[config.mk]
export PLATFORM = sky130hd
export DESIGN_NAME = vram_arbiter
export DESIGN_NICKNAME = d
export VERILOG_FILES = /design/src/rtl/vram_arbiter.sv
export SDC_FILE = /design/constraint.sdc
export NUM_CORES = 1
export LEC_CHECK = 0
export BUFFER_PORTS_ARGS = -buffer_cell sky130_fd_sc_hd__buf_2
export CORE_MARGIN = 2
export CORE_UTILIZATION = 34
export DETAILED_ROUTE_END_ITERATION = 10
export GPL_TIMING_DRIVEN = 0
export PLACE_DENSITY = 0.58
export SETUP_SLACK_MARGIN = 0.02
export SYNTH_ARGS = -nofsm -noshare
export SYNTH_HDL_FRONTEND = slang
export SYNTH_SLANG_ARGS = --single-unit
[constraint.sdc]
create_clock -name I_clock -period 1.9 [get_ports I_clock]
set_input_delay 0.38 -clock I_clock [delete_from_list [all_inputs] [get_ports I_clock]]
set_output_delay 0.38 -clock I_clock [all_outputs]
set_load 0.005 [all_outputs]
[src/rtl/vram_arbiter.sv]
// vram_arbiter
// Shares one single-port synchronous VRAM between the video fetcher and a
// buffered CPU request port. Video owns even clock slots and the CPU owns odd
// slots, so video fetches are never stalled. CPU requests go through a small
// in-order FIFO and one entry is retired per CPU slot.
//
// Ports:
//   I_clock, I_reset            system clock, asynchronous active-low reset
//   I_vid_addr / O_vid_data     video fetch address and returned data
//   I_cpu_valid / O_cpu_ready   CPU request handshake (FIFO push)
//   I_cpu_we, I_cpu_addr,
//   I_cpu_wdata                 CPU request contents
//   O_cpu_rvalid / O_cpu_rdata  one-cycle CPU read-return pulse and data
//   O_ram_addr, O_ram_we,
//   O_ram_wdata, I_ram_rdata    RAM side (outputs registered)
//
// Build option: define VRAM_CPU_READ_EN to build the CPU read-return path.
// Without it, CPU reads are accepted and dropped on pop, and the read-return
// outputs are tied to zero.
//
// state    | meaning
// ---------+-------------------------------------------------------------
// SLOT_VID | video slot: register fetch address, tag window hit
// SLOT_CPU | CPU slot: pop one FIFO entry (write, read, or drop)

module vram_arbiter #(
    parameter logic [15:0] P_addr_base  = 16'h4000,
    parameter int unsigned P_addr_bits  = 12,
    parameter int unsigned P_fifo_depth = 4
) (
    input  logic                   I_clock,
    input  logic                   I_reset,
    input  logic [15:0]            I_vid_addr,
    output logic [7:0]             O_vid_data,
    input  logic                   I_cpu_valid,
    output logic                   O_cpu_ready,
    input  logic                   I_cpu_we,
    input  logic [15:0]            I_cpu_addr,
    input  logic [7:0]             I_cpu_wdata,
    output logic                   O_cpu_rvalid,
    output logic [7:0]             O_cpu_rdata,
    output logic [P_addr_bits-1:0] O_ram_addr,
    output logic                   O_ram_we,
    output logic [7:0]             O_ram_wdata,
    input  logic [7:0]             I_ram_rdata
);

    localparam int unsigned        L_ptr_w = (P_fifo_depth > 1) ? $clog2(P_fifo_depth) : 1;
    localparam logic [L_ptr_w:0]   L_full  = (L_ptr_w + 1)'(P_fifo_depth);

    typedef enum logic {
        SLOT_VID = 1'b0,
        SLOT_CPU = 1'b1
    } slot_e;

    slot_e                  slot_q;
    logic [L_ptr_w-1:0]     wr_ptr_q;
    logic [L_ptr_w-1:0]     rd_ptr_q;
    logic [L_ptr_w:0]       count_q;
    logic [L_ptr_w:0]       count_d;
    logic                   ready_q;

    logic                   fifo_we_q    [P_fifo_depth];
    logic [15:0]            fifo_addr_q  [P_fifo_depth];
    logic [7:0]             fifo_wdata_q [P_fifo_depth];

    logic [P_addr_bits-1:0] ram_addr_q;
    logic                   ram_we_q;
    logic [7:0]             ram_wdata_q;

    // Two-stage tag pipeline following the RAM access: stage 1 aligns with
    // the registered address, stage 2 with the cycle I_ram_rdata is valid.
    logic                   s1_vid_q;
    logic                   s1_inwin_q;
    logic                   s2_vid_q;
    logic                   s2_inwin_q;
    logic [7:0]             vid_data_q;

    logic                   push;
    logic                   pop;
    logic                   head_we;
    logic [15:0]            head_addr;
    logic [7:0]             head_wdata;
    logic [15:0]            vid_off;
    logic [15:0]            cpu_off;
    logic                   vid_inwin;
    logic                   cpu_inwin;

`ifdef VRAM_CPU_READ_EN
    logic                   s1_rd_q;
    logic                   s2_rd_q;
    logic                   rvalid_q;
    logic [7:0]             rdata_q;
`endif

    assign push       = I_cpu_valid && ready_q;
    // Pop uses the count registered before this edge, so an entry pushed in
    // a CPU slot is never bypassed into that same slot.
    assign pop        = (slot_q == SLOT_CPU) && (count_q != '0);

    assign head_we    = fifo_we_q[rd_ptr_q];
    assign head_addr  = fifo_addr_q[rd_ptr_q];
    assign head_wdata = fifo_wdata_q[rd_ptr_q];

    // 16-bit wrap-around offset; the window hit is offset < 2^P_addr_bits.
    assign vid_off    = I_vid_addr - P_addr_base;
    assign cpu_off    = head_addr - P_addr_base;
    assign vid_inwin  = (vid_off >> P_addr_bits) == 16'd0;
    assign cpu_inwin  = (cpu_off >> P_addr_bits) == 16'd0;

    always_comb begin
        count_d = count_q;
        if (push && !pop) begin
            count_d = count_q + 1'b1;
        end else if (!push && pop) begin
            count_d = count_q - 1'b1;
        end
    end

    always_ff @(posedge I_clock) begin
        if (push) begin
            fifo_we_q[wr_ptr_q]    <= I_cpu_we;
            fifo_addr_q[wr_ptr_q]  <= I_cpu_addr;
            fifo_wdata_q[wr_ptr_q] <= I_cpu_wdata;
        end
    end

    always_ff @(posedge I_clock or negedge I_reset) begin
        if (!I_reset) begin
            slot_q      <= SLOT_VID;
            wr_ptr_q    <= '0;
            rd_ptr_q    <= '0;
            count_q     <= '0;
            ready_q     <= 1'b0;
            ram_addr_q  <= '0;
            ram_we_q    <= 1'b0;
            ram_wdata_q <= '0;
            s1_vid_q    <= 1'b0;
            s1_inwin_q  <= 1'b0;
            s2_vid_q    <= 1'b0;
            s2_inwin_q  <= 1'b0;
            vid_data_q  <= '0;
`ifdef VRAM_CPU_READ_EN
            s1_rd_q     <= 1'b0;
            s2_rd_q     <= 1'b0;
            rvalid_q    <= 1'b0;
            rdata_q     <= '0;
`endif
        end else begin
            slot_q  <= (slot_q == SLOT_VID) ? SLOT_CPU : SLOT_VID;
            count_q <= count_d;
            ready_q <= (count_d != L_full);
            if (push) begin
                wr_ptr_q <= wr_ptr_q + 1'b1;
            end
            if (pop) begin
                rd_ptr_q <= rd_ptr_q + 1'b1;
            end

            s2_vid_q   <= s1_vid_q;
            s2_inwin_q <= s1_inwin_q;
            if (s2_vid_q) begin
                vid_data_q <= s2_inwin_q ? I_ram_rdata : 8'h00;
            end
`ifdef VRAM_CPU_READ_EN
            s2_rd_q  <= s1_rd_q;
            rvalid_q <= s2_rd_q;
            if (s2_rd_q) begin
                rdata_q <= s2_inwin_q ? I_ram_rdata : 8'h00;
            end
            s1_rd_q  <= 1'b0;
`endif

            ram_we_q   <= 1'b0;
            s1_vid_q   <= 1'b0;
            s1_inwin_q <= 1'b0;

            if (slot_q == SLOT_VID) begin
                ram_addr_q <= vid_off[P_addr_bits-1:0];
                s1_vid_q   <= 1'b1;
                s1_inwin_q <= vid_inwin;
            end else if (pop) begin
                if (head_we) begin
                    // Out-of-window writes are consumed without touching RAM.
                    if (cpu_inwin) begin
                        ram_we_q    <= 1'b1;
                        ram_addr_q  <= cpu_off[P_addr_bits-1:0];
                        ram_wdata_q <= head_wdata;
                    end
                end else begin
`ifdef VRAM_CPU_READ_EN
                    ram_addr_q <= cpu_off[P_addr_bits-1:0];
                    s1_rd_q    <= 1'b1;
                    s1_inwin_q <= cpu_inwin;
`endif
                end
            end
        end
    end

    assign O_cpu_ready  = ready_q;
    assign O_vid_data   = vid_data_q;
    assign O_ram_addr   = ram_addr_q;
    assign O_ram_we     = ram_we_q;
    assign O_ram_wdata  = ram_wdata_q;
`ifdef VRAM_CPU_READ_EN
    assign O_cpu_rvalid = rvalid_q;
    assign O_cpu_rdata  = rdata_q;
`else
    assign O_cpu_rvalid = 1'b0;
    assign O_cpu_rdata  = 8'h00;
`endif

endmodule
==> results by group <==
Setup path
  – Slowest cell on crit path: dfrtp_1
  – WP buf/inv: 3
  – Setup CP Type: flop to flop
  – Top Family by Delay on Critical Path: buffers and inverters
  – CP peak stage delay: roughly 370 ps
  – Critical path capture point type: flop
  – Worst setup SP type: flop
  – CP required: approximately 2200 ps
  – Max FO, Critical Path: 9
  – Critical-path cell list: buf_6 > and2b_1 > a221oi_4 > buf_4 > nor4_4 > buf_12 > mux2_2
  – WP data arrival: roughly 2100 ps

Synthesis
  – Synthesized flop and latch total: about 140
  – Yosys warns: 0
  – Number of synthesized flops with an enable pin: 100
  – Leading area contributor after synthesis: edfxtp_1
  – Post-Syn Instances: around 330
  – Most common flop cell mapped by yosys: edfxtp_1
  – Mapped Area: roughly 5700 um2
  – Seq/Total Area, Yosys: a little under three quarters
  – Library cells used by synthesis: 43
  – Top-area cell type share of the netlist area: a little over half
  – Mean Syn Cell Area: roughly 17 um2
  – Ys async rst share: 29.1%
  – Ranking of synthesized cells by area: edfxtp_1 (53%), dfrtp_1 (18%), mux4_2 (6.8%)

STA
  – Max frequency: between 0.5 and 0.6 GHz
  – RSZ-0062 raised after global routing: yes
  – Clk_skew: roughly 9.4 ps
  – Final Max Tran Viols: 0
  – Slew margin rel.: 34.1%
  – Worst slew pin tran: 989 ps
  – Final setup viols: 0
  – Tmin final: around 1800 ps
  – Final hold vios: 0
  – Final period util: a little over nine tenths

Finish
  – Commonest non-fill, non-tap cell in the layout: edfxtp_1
  – Fillers: ~1500
  – Non-Filler Instances: approximately 680
  – Layout cells sized above 1: approximately two fifths
  – Area grow syn2layout: 24.1%
  – Post-route cell area: roughly 7000 um2
  – Commonest cells after routing, fill and taps aside: edfxtp_1 (100), buf_2 (85), dfrtp_1 (41)
  – Nets: about 500
  – Antenna Cells: 0

Run status
  – Status: finished clean

Hold path
  – HP Class: primary input to async pin

Floorplanning
  – Die Width: between 100 and 150 um
  – I/O pins: 91
  – Die area: 17700 um2
  – Initial Util: 34.4%
  – Core footprint: 16500 um2
  – # rows: 47
  – Die H: roughly 130 um

Global routing
  – Vias in the first global route: between 3000 and 4000
  – Largest net degree at the start of global routing: 42
  – Met2 Track Usage GR: 21.2%
  – Global Route met3 Usage: 4.00%
  – Busiest grt layer: met2
  – First-pass GRT wire length: around 18000 um
  – Met1 track demand over resource: between 10% and 20%
  – Antenna violations before repair: 1
  – Gr usage total: about 13%
  – Grt total ovfl: 0

Pwr
  – Maximum vdd ir drop: around 0.00076 V
  – Static leakage: roughly 2.7 nW
  – Pwr/cell area: about 1400 nW/um2

Routing
  – Pre-antenna DRT Iters: 4
  – Routed WL: 11100 um
  – Vias per std cell: 4.73
  – DR vias: between 3000 and 4000
  – Iteration-0 DRC Markers: about 220
  – Wire length per cell: between 15 and 20 um
  – Post-DRT Antenna Nets: 0
  – Number of remaining DRC errors: 0

Job
  – Max-Cap Viols: 0

Clocking
  – TritonCTS clock tree: done
  – Hold-fix buffers, CTS: 0
  – Sink Count: around 140
  – CTS buffer count: 17
  – Number of H-tree levels: 4
  – Clock Latency Late Sink: 420 ps
  – Clk slew on worst S/H paths: 60 ps
  – CTS root buffer: clkbuf_16
  – Longest Clk Path Bufs: 2

Place
  – Placed cell area: around 6400 um2
  – Post-Place Cells: ~640
  – Count of port buffers added during placement: 81
  – Routability Congestion: 0.731
  – Post-DP HPWL: around 7400 um
==> synth_stat cells, drive strengths merged, types with 6 or more instances <==
| cell | count |
|---|---|
| nor4 | 14 |
| nand2 | 15 |
| and2 | 14 |
| dfrtp | 41 |
| ha | 7 |
| inv | 14 |
| buf | 19 |
| mux4 | 20 |
| edfxtp | 100 |
| o21ai | 11 |
| nand3 | 14 |
| mux2 | 8 |
| clkbuf | 6 |
| a221o | 12 |
==> cell type report <==
cell class | instances | area [um2] | share of cell area, %
tap | 220 | 275 | 3.91
timing repair buffer | 87 | 490 | 6.97
sequential | 141 | 4030 | 57.3
clock buffer | 21 | 440 | 6.26
clock inverter | 11 | 95.1 | 1.35
inverter | 14 | 52.6 | 0.747
buffer | 25 | 174 | 2.47
multi-input combinational | 156 | 1480 | 21.0
==> power by group <==
part           total [mW]  switching, mW  internal [mW]
clock network        3.00           1.21           1.79
logic                2.99           1.51           1.48
registers            4.19          0.210           3.98
total                10.2           2.93           7.24
==> worst paths after layout <==
kind                                                      to  slack (ps)                    start  cells after the start
worst min-delay path              O_ram_addr[10]$_DFFE_PN0P_         130                  I_reset                      1
min in group I_clock            fifo_wdata_q[0][0]$_DFFE_PP_         170           I_cpu_wdata[0]                      1
worst max-delay path              O_ram_wdata[7]$_DFFE_PN0P_          60  rd_ptr_q[0]$_DFFE_PN0N_                      7
worst max register to register    O_ram_wdata[7]$_DFFE_PN0P_          60  rd_ptr_q[0]$_DFFE_PN0N_                      7
worst min register to register          s2_inwin_q$_DFF_PN0_         350     s1_inwin_q$_DFF_PN0_                      0
max in group asynchronous         O_ram_wdata[2]$_DFFE_PN0P_        1160                  I_reset                      1
==> state kept, by name, indices dropped and copies added (netlist names), 2 cells and up <==
signal / count
count_q: 3
O_vid_data: 8
fifo_wdata_q: 32
wr_ptr_q: 2
O_ram_wdata: 8
fifo_addr_q: 64
O_ram_addr: 12
rd_ptr_q: 2
fifo_we_q: 4
==> through the flow <==
step                      TNS, ps  setup WS (ps)  hold slack [ps]  utilization (%)  power, mW
after floorplan                 0           69.5             84.4                -       6.22
final                           0           62.8              133             42.7       10.2
after global routing        -46.6          -9.83              163             42.7       10.7
after CTS                       0           35.4              157             42.7       10.3
after detailed placement   -13880           -314              345             39.0       7.10
after global placement     -28550           -349              342             38.7       6.97
==> routing by layer <==
metal	routed length (um)	vias up
li1	-	1491
met1	5010	1590
met2	5310	90
met3	550	21
met4	274	2
met5	7	-
==> cells by family (layout without fill, tap and decap cells) <==
family                   after synthesis  count (layout)  share of synthesized area, %
flip-flops                           141             141                          71.1
buffers and inverters                 39             158                          3.82
AO/OA/AOI/OAI                         31              31                          4.64
multiplexers                          28              28                          9.74
XOR/XNOR                               4               4                         0.618
other                                  1               9                        0.0662
AND/OR/NAND/NOR                       77              77                          8.50
adder cells (fa/ha/maj)                7               7                          1.55
==> worst reg2reg max path: stages, from the launching register on <==
cell and delay (ps):
dfrtp_1 370, buf_6 140, and2b_1 180, a221oi_4 350
buf_4 200, nor4_4 40, buf_12 160, mux2_2 280
==> what timing repair did <==
action	in CTS	in global routing
setup buffers	4	0
gates resized for setup	7	4
setup endpoints to repair	95	19
pin swaps	2	3
hold endpoints to repair	0	0
Power figures use the tool's default switching activity.
